**config.mk**
```make
export PLATFORM = sky130hd
export DESIGN_NAME = piso_tx
export DESIGN_NICKNAME = d
export VERILOG_FILES = /design/src/rtl/piso_tx.sv
export SDC_FILE = /design/constraint.sdc
export NUM_CORES = 1
export LEC_CHECK = 0
export CAP_MARGIN = 10
export CORE_AREA = 5 5 44 46
export DETAILED_ROUTE_END_ITERATION = 8
export DIE_AREA = 0 0 49 51
export HOLD_SLACK_MARGIN = 0.02
export PLACE_DENSITY = 0.78
export SLEW_MARGIN = 0
export SYNTH_ARGS = -nofsm -noshare
export SYNTH_HDL_FRONTEND = slang
export SYNTH_SLANG_ARGS = --single-unit
export TNS_END_PERCENT = 5
```
**constraint.sdc**
```tcl
create_clock -name clk -period 2.4 [get_ports clk]
set_input_delay 0.48 -clock clk [delete_from_list [all_inputs] [get_ports clk]]
set_output_delay 0.48 -clock clk [all_outputs]
set_load 0.02 [all_outputs]
```
**src/rtl/piso_tx.sv**
```systemverilog
// Serial transmitter: first frame bit on sout the cycle after accept; optional even parity bit last.
// load_ready only while idle or on the last frame bit, so a held word waits and then streams with no gap.
module piso_tx #(
    parameter int WIDTH     = 8,
    parameter int MSB_FIRST = 1,
    parameter int PARITY_EN = 0
) (
    input  logic             clk,
    input  logic             rst,
    input  logic             load_valid,
    input  logic [WIDTH-1:0] load_data,
    output logic             load_ready,
    output logic             sout,
    output logic             sout_valid,
    output logic             sout_first,
    output logic             busy,
    output logic             done
);
    localparam int FL = WIDTH + ((PARITY_EN != 0) ? 1 : 0);
    localparam int CW = $clog2(FL);
    localparam logic [CW-1:0] CNT_TOP = CW'(FL - 1);

    typedef enum logic {IDLE, SHIFT} state_t;

    state_t          state_q;
    logic [FL-1:0]   sr_q;
    logic [CW-1:0]   cnt_q;
    logic            done_q;
    logic [FL-1:0]   frame_d;
    logic [FL-1:0]   shift_d;

    // The parity bit sits at the far end of the register so it leaves after the last data bit.
    if (PARITY_EN != 0) begin : g_par
        if (MSB_FIRST != 0) begin : g_msb
            assign frame_d = {load_data, ^load_data};
        end else begin : g_lsb
            assign frame_d = {^load_data, load_data};
        end
    end else begin : g_nopar
        assign frame_d = load_data;
    end

    assign shift_d = (MSB_FIRST != 0) ? (sr_q << 1) : (sr_q >> 1);

    always_ff @(posedge clk or negedge rst) begin
        if (!rst) begin
            state_q <= IDLE;
            sr_q    <= '0;
            cnt_q   <= '0;
            done_q  <= 1'b0;
        end else begin
            done_q <= 1'b0;
            case (state_q)
                IDLE: begin
                    if (load_valid) begin
                        sr_q    <= frame_d;
                        cnt_q   <= CNT_TOP;
                        state_q <= SHIFT;
                    end
                end
                SHIFT: begin
                    if (cnt_q != '0) begin
                        sr_q  <= shift_d;
                        cnt_q <= cnt_q - 1'b1;
                    end else begin
                        done_q <= 1'b1;
                        if (load_valid) begin
                            sr_q  <= frame_d;
                            cnt_q <= CNT_TOP;
                        end else begin
                            sr_q    <= '0;
                            state_q <= IDLE;
                        end
                    end
                end
                default: state_q <= IDLE;
            endcase
        end
    end

    assign sout       = (MSB_FIRST != 0) ? sr_q[FL-1] : sr_q[0];
    assign sout_valid = (state_q == SHIFT);
    assign busy       = sout_valid;
    assign sout_first = (state_q == SHIFT) && (cnt_q == CNT_TOP);
    assign load_ready = (state_q == IDLE) || (cnt_q == '0);
    assign done       = done_q;

`ifndef SYNTHESIS
    // Length of the current valid run, cleared on idle and restarted on each frame's first bit.
    int unsigned run_q;
    always_ff @(posedge clk or negedge rst) begin
        if (!rst)            run_q <= 0;
        else if (sout_valid) run_q <= sout_first ? 1 : run_q + 1;
        else                 run_q <= 0;
    end

    a_rst_quiet: assert property (@(posedge clk) !rst |-> !sout_valid);
    a_run_len:   assert property (@(posedge clk) disable iff (!rst)
                     (run_q != 0 && (!sout_valid || sout_first)) |-> run_q == FL);
    a_run_max:   assert property (@(posedge clk) disable iff (!rst)
                     (sout_valid && !sout_first) |-> (run_q != 0 && run_q < FL));
    a_done_last: assert property (@(posedge clk) disable iff (!rst)
                     done |-> $past(sout_valid && cnt_q == '0));
`endif
endmodule
```
==> metrics.txt, run 1 <==
# TYPE chip_impl_metric gauge
chip_impl_metric{name="lkg_pwr",unit="nW"} 0.4366
chip_impl_metric{name="max_cap_viol_count",unit=""} 0
chip_impl_metric{name="sequentialPowerShare",unit=""} 0.399
chip_impl_metric{name="netSwitchingPower",unit="mW"} 0.3351
chip_impl_metric{name="cts_htree_levels",unit=""} 1
chip_impl_metric{name="synthesis.area",unit="um^2"} 710.7
chip_impl_info{name="path_delay_family",value="buffers and inverters"} 1
chip_impl_metric{name="core_area",unit="um^2"} 1471
chip_impl_metric{name="postSynthAreaPerCell",unit="um^2"} 10.93
chip_impl_info{name="crit_chain",value="inv_1 > ha_1 > nand2b_4 > and2_4 > inv_1 > dlygate4sd2_1"} 1
chip_impl_metric{name="period_minus_slack",unit="ps"} 2188
chip_impl_metric{name="crit_path_largest_cell_delay",unit="ps"} 420
chip_impl_metric{name="fp.dieArea",unit="um^2"} 2499
chip_impl_metric{name="clk_path_buf_depth",unit=""} 2
chip_impl_metric{name="die_width",unit="um"} 49
chip_impl_metric{name="first_iter_violations",unit=""} 3
chip_impl_metric{name="ys_seq_area_frac",unit=""} 0.4577
chip_impl_metric{name="path_buf_inv",unit=""} 3
chip_impl_metric{name="n_fill_cell",unit=""} 137
chip_impl_metric{name="post_synth_inst_count",unit=""} 65
chip_impl_metric{name="grt_start_max_net_pins",unit=""} 14
chip_impl_metric{name="syn-num-nets",unit=""} 79
chip_impl_metric{name="count_of_buffers_from_port_buffering",unit=""} 16
chip_impl_metric{name="timing.final.setup_violations",unit=""} 0
chip_impl_metric{name="worst_pin_slew",unit="ps"} 600.1
chip_impl_metric{name="setup_bufs_post_cts",unit=""} 0
chip_impl_info{name="timing.critical_path.slowest_stage_cell",value="sky130_fd_sc_hd__dfrtp_1"} 1
chip_impl_metric{name="wl_per_cell",unit="um"} 14.14
chip_impl_metric{name="cts_sinks",unit=""} 13
chip_impl_metric{name="tns",unit="ps"} 0
chip_impl_metric{name="stdcell_area",unit="um^2"} 885.9
chip_impl_metric{name="internal_power",unit="mW"} 0.5681
chip_impl_metric{name="insertedDiodeCount",unit=""} 0
chip_impl_info{name="worst_path_most_repeated_cell",value="sky130_fd_sc_hd__inv_1"} 1
chip_impl_metric{name="yosysWarningCount",unit=""} 0
chip_impl_metric{name="cell_row_count",unit=""} 14
chip_impl_metric{name="fmax",unit="MHz"} 457.0
chip_impl_metric{name="switching_share",unit=""} 0.3710
chip_impl_metric{name="remaining_drc_errors",unit=""} 0
chip_impl_metric{name="pwr-share-clk",unit=""} 0.153
chip_impl_metric{name="timing.final.hold_violations",unit=""} 0
chip_impl_metric{name="number_of_antenna_violations_at_the_first_check_in_global_routing",unit=""} 0
chip_impl_metric{name="grt.overflow.total",unit=""} 0
chip_impl_metric{name="worst-endpoint-arrival",unit="ps"} 1710
chip_impl_metric{name="critical_path_required",unit="ps"} 1920
chip_impl_metric{name="total_power_density_per_cell_area",unit="nW/um^2"} 1020
chip_impl_metric{name="gp_congestion",unit=""} 0.7324
chip_impl_metric{name="first_global_vias",unit=""} 551
chip_impl_metric{name="ir_worst_vdd",unit="uV"} 574.6
chip_impl_metric{name="design.portCount",unit=""} 17
chip_impl_metric{name="synth.distinct_cells",unit=""} 21
chip_impl_metric{name="slew_headroom",unit=""} 0.5987
chip_impl_metric{name="starting_utilization_of_the_core_area",unit=""} 0.4830
chip_impl_metric{name="viasPerCell",unit=""} 5.510
chip_impl_info{name="cts_root_buf",value="sky130_fd_sc_hd__clkbuf_4"} 1
chip_impl_metric{name="number_of_buffers_inserted_during_clock_tree_synthesis",unit=""} 3
chip_impl_info{name="critPathLaunchType",value="register"} 1
chip_impl_metric{name="grt_first_pass_wirelength",unit="um"} 2366
chip_impl_metric{name="finalCritPeriodShare",unit=""} 0.9118
chip_impl_metric{name="power.share.combinational",unit=""} 0.448
chip_impl_metric{name="vias",unit=""} 529
chip_impl_info{name="tritoncts",value="yes"} 1
chip_impl_metric{name="grt.total_usage",unit=""} 0.1201
chip_impl_metric{name="register_area",unit="um^2"} 325.3
chip_impl_metric{name="finalWirelength",unit="um"} 1357
chip_impl_metric{name="maxSlewViolCount",unit=""} 0
chip_impl_info{name="status",value="complete, no violations"} 1
chip_impl_metric{name="number_of_detailed_routing_iterations_run_before_antenna_repair",unit=""} 4
chip_impl_info{name="critical_path_sink_type",value="output port"} 1
chip_impl_metric{name="dpl-instance-area",unit="um^2"} 859.6
chip_impl_metric{name="multi_input_area",unit="um^2"} 324.1
chip_impl_metric{name="die_h",unit="um"} 51
chip_impl_metric{name="drive_gt1_frac",unit=""} 0.1375
chip_impl_info{name="critPathKind",value="register to output port"} 1
chip_impl_metric{name="cts.reportedPaths.clkPinSlew",unit="ps"} 80
chip_impl_metric{name="final_worst_clock_skew",unit="ps"} 0.3788
chip_impl_metric{name="synth.ff_latch_count",unit=""} 13
chip_impl_metric{name="worst_skew_pair.late_latency",unit="ps"} 280
chip_impl_metric{name="worstPathMaxFanout",unit=""} 8
chip_impl_info{name="worstHoldPathType",value="register to register"} 1
chip_impl_info{name="setup_repair_after_global_routing_missed_its_margin",value="no"} 1
chip_impl_metric{name="syn2layout_area_growth",unit="%"} 24.65
chip_impl_metric{name="finalNetCount",unit=""} 95
chip_impl_metric{name="place_hpwl",unit="um"} 1036
chip_impl_metric{name="detail_route_antenna_nets",unit=""} 0
## power groups by stage
| stage | Sequential, mW | Clock (mW) | Combinational [mW] |
|---|---|---|---|
| finish | 0.361 | 0.138 | 0.405 |
| global route | 0.375 | 0.150 | 0.451 |
| CTS | 0.361 | 0.141 | 0.409 |
| detailed placement | 0.366 | 0 | 0.413 |
| global placement | 0.360 | 0 | 0.404 |
| floorplan | 0.364 | 0 | 0.293 |
## cells in the mapped netlist
library cell               count  area, um^2
sky130_fd_sc_hd__a21oi_1       1       5.000
sky130_fd_sc_hd__a221o_1       1       10.01
sky130_fd_sc_hd__a32oi_1       6       52.55
sky130_fd_sc_hd__and2_4        1       8.760
sky130_fd_sc_hd__and3_2        1       7.510
sky130_fd_sc_hd__and3b_2       1       10.01
sky130_fd_sc_hd__buf_2         1       5.000
sky130_fd_sc_hd__buf_4         1       7.510
sky130_fd_sc_hd__buf_6         2       22.52
sky130_fd_sc_hd__clkbuf_1      3       11.26
sky130_fd_sc_hd__dfrtp_1      13       325.3
sky130_fd_sc_hd__ha_1          3       37.54
sky130_fd_sc_hd__inv_1         4       15.01
sky130_fd_sc_hd__mux2i_1      10       100.1
sky130_fd_sc_hd__nand2_1       1       3.750
sky130_fd_sc_hd__nand2b_4      1       13.76
sky130_fd_sc_hd__nor2_1        5       18.77
sky130_fd_sc_hd__nor3_1        1       5.000
sky130_fd_sc_hd__o21ai_0       7       35.03
sky130_fd_sc_hd__o32a_1        1       10.01
sky130_fd_sc_hd__or2_2         1       6.260
## per-stage QoR
stage / power [mW] / instances / util / setup slack, ps / hold slack, ps
2_1_floorplan: 0.6575 / 65 / - / 653.8 / 184.4
3_3_place_gp: 0.7637 / 92 / 0.5842 / 281.1 / 498.5
3_5_place_dp: 0.7785 / 92 / 0.5842 / 240.8 / 518.4
4_1_cts: 0.9110 / 96 / 0.6020 / 202.5 / 541.1
5_1_grt: 0.9762 / 96 / 0.6020 / 113.4 / 568.3
6_report: 0.9032 / 96 / 0.6020 / 211.7 / 536.9
## per-layer routing
metal	GRT usage	vias up	routed length, um
met5	0	-	0
met1	0.1457	251	635
met3	0.02616	5	60
li1	-	262	-
met2	0.2043	11	634
met4	0.05381	0	26
## flip-flops by register name, summed over array words and instances (netlist names)
| name | cells |
|---|---|
| done | 1 |
| cnt_q | 3 |
| busy | 1 |
| sr_q | 8 |
## cells by family (layout without fill, tap and decap cells)
logic type                 after synthesis  after routing  synth area share
adders and majority gates                3              3           0.05282
and+or+nand+nor                         12             12            0.1039
DFF                                     13             13            0.4577
AOI/OAI and AO/OA                       16             16            0.1584
buffers and inverters                   11             26           0.08626
muxes                                   10             10            0.1409
## final timing paths
check	startpoint	endpoint	slack, ps	cells after the start
max	cnt_q[0]	load_ready	210	6
min	cnt_q[0]	cnt_q[0]	540	1
max reg2reg	cnt_q[0]	sr_q[1]	860	5
min reg2reg	cnt_q[0]	cnt_q[0]	540	1
max in group asynchronous	rst	sr_q[5]	1440	1
min in group asynchronous	rst	sr_q[1]	570	1
## repair_timing
action                                  CTS  global route
endpoints found under the setup margin    1             0
gates resized for setup                   1             0
hold buffers                              0             0
## worst register-to-register path, delay by kind of cell, from the launching register on
kind | cells | cell delay, ps
simple gates | 2 | 300
compound gates | 1 | 360
fa+ha+maj | 1 | 250
flops | 1 | 420
buf+inv | 1 | 90
## final cells by class
cell class	instances	area share
clock buffer	3	0.02542
clock inverter	1	0.005650
inverter	4	0.01695
multi-input combinational	41	0.3658
sequential	13	0.3672
tap	16	0.02260
timing repair buffer	18	0.1963
## cells in the final DEF, fill, tap and decap left out
cell	instances
sky130_fd_sc_hd__a32oi_1	6
sky130_fd_sc_hd__or2_2	1
sky130_fd_sc_hd__clkdlybuf4s50_1	15
sky130_fd_sc_hd__mux2i_1	10
sky130_fd_sc_hd__and3_2	1
sky130_fd_sc_hd__ha_1	3
sky130_fd_sc_hd__nand2_1	1
sky130_fd_sc_hd__a221o_1	1
sky130_fd_sc_hd__nor2_1	5
sky130_fd_sc_hd__and2_4	1
sky130_fd_sc_hd__nand2b_4	1
sky130_fd_sc_hd__clkbuf_4	3
sky130_fd_sc_hd__inv_1	4
sky130_fd_sc_hd__o21ai_0	7
sky130_fd_sc_hd__buf_4	2
sky130_fd_sc_hd__dlygate4sd2_1	1
sky130_fd_sc_hd__nor3_1	1
sky130_fd_sc_hd__clkinv_2	1
sky130_fd_sc_hd__a21oi_1	1
sky130_fd_sc_hd__and3b_2	1
sky130_fd_sc_hd__o32a_1	1
sky130_fd_sc_hd__dfrtp_1	13
Power figures use the tool's default switching activity.
==> run 2, diff against run 1 <==
CTS_CLUSTER_DIAMETER = 120   (was default)
==> results of run 2 <==
The final DEF is identical to that of run 1; final timing and power are the same.
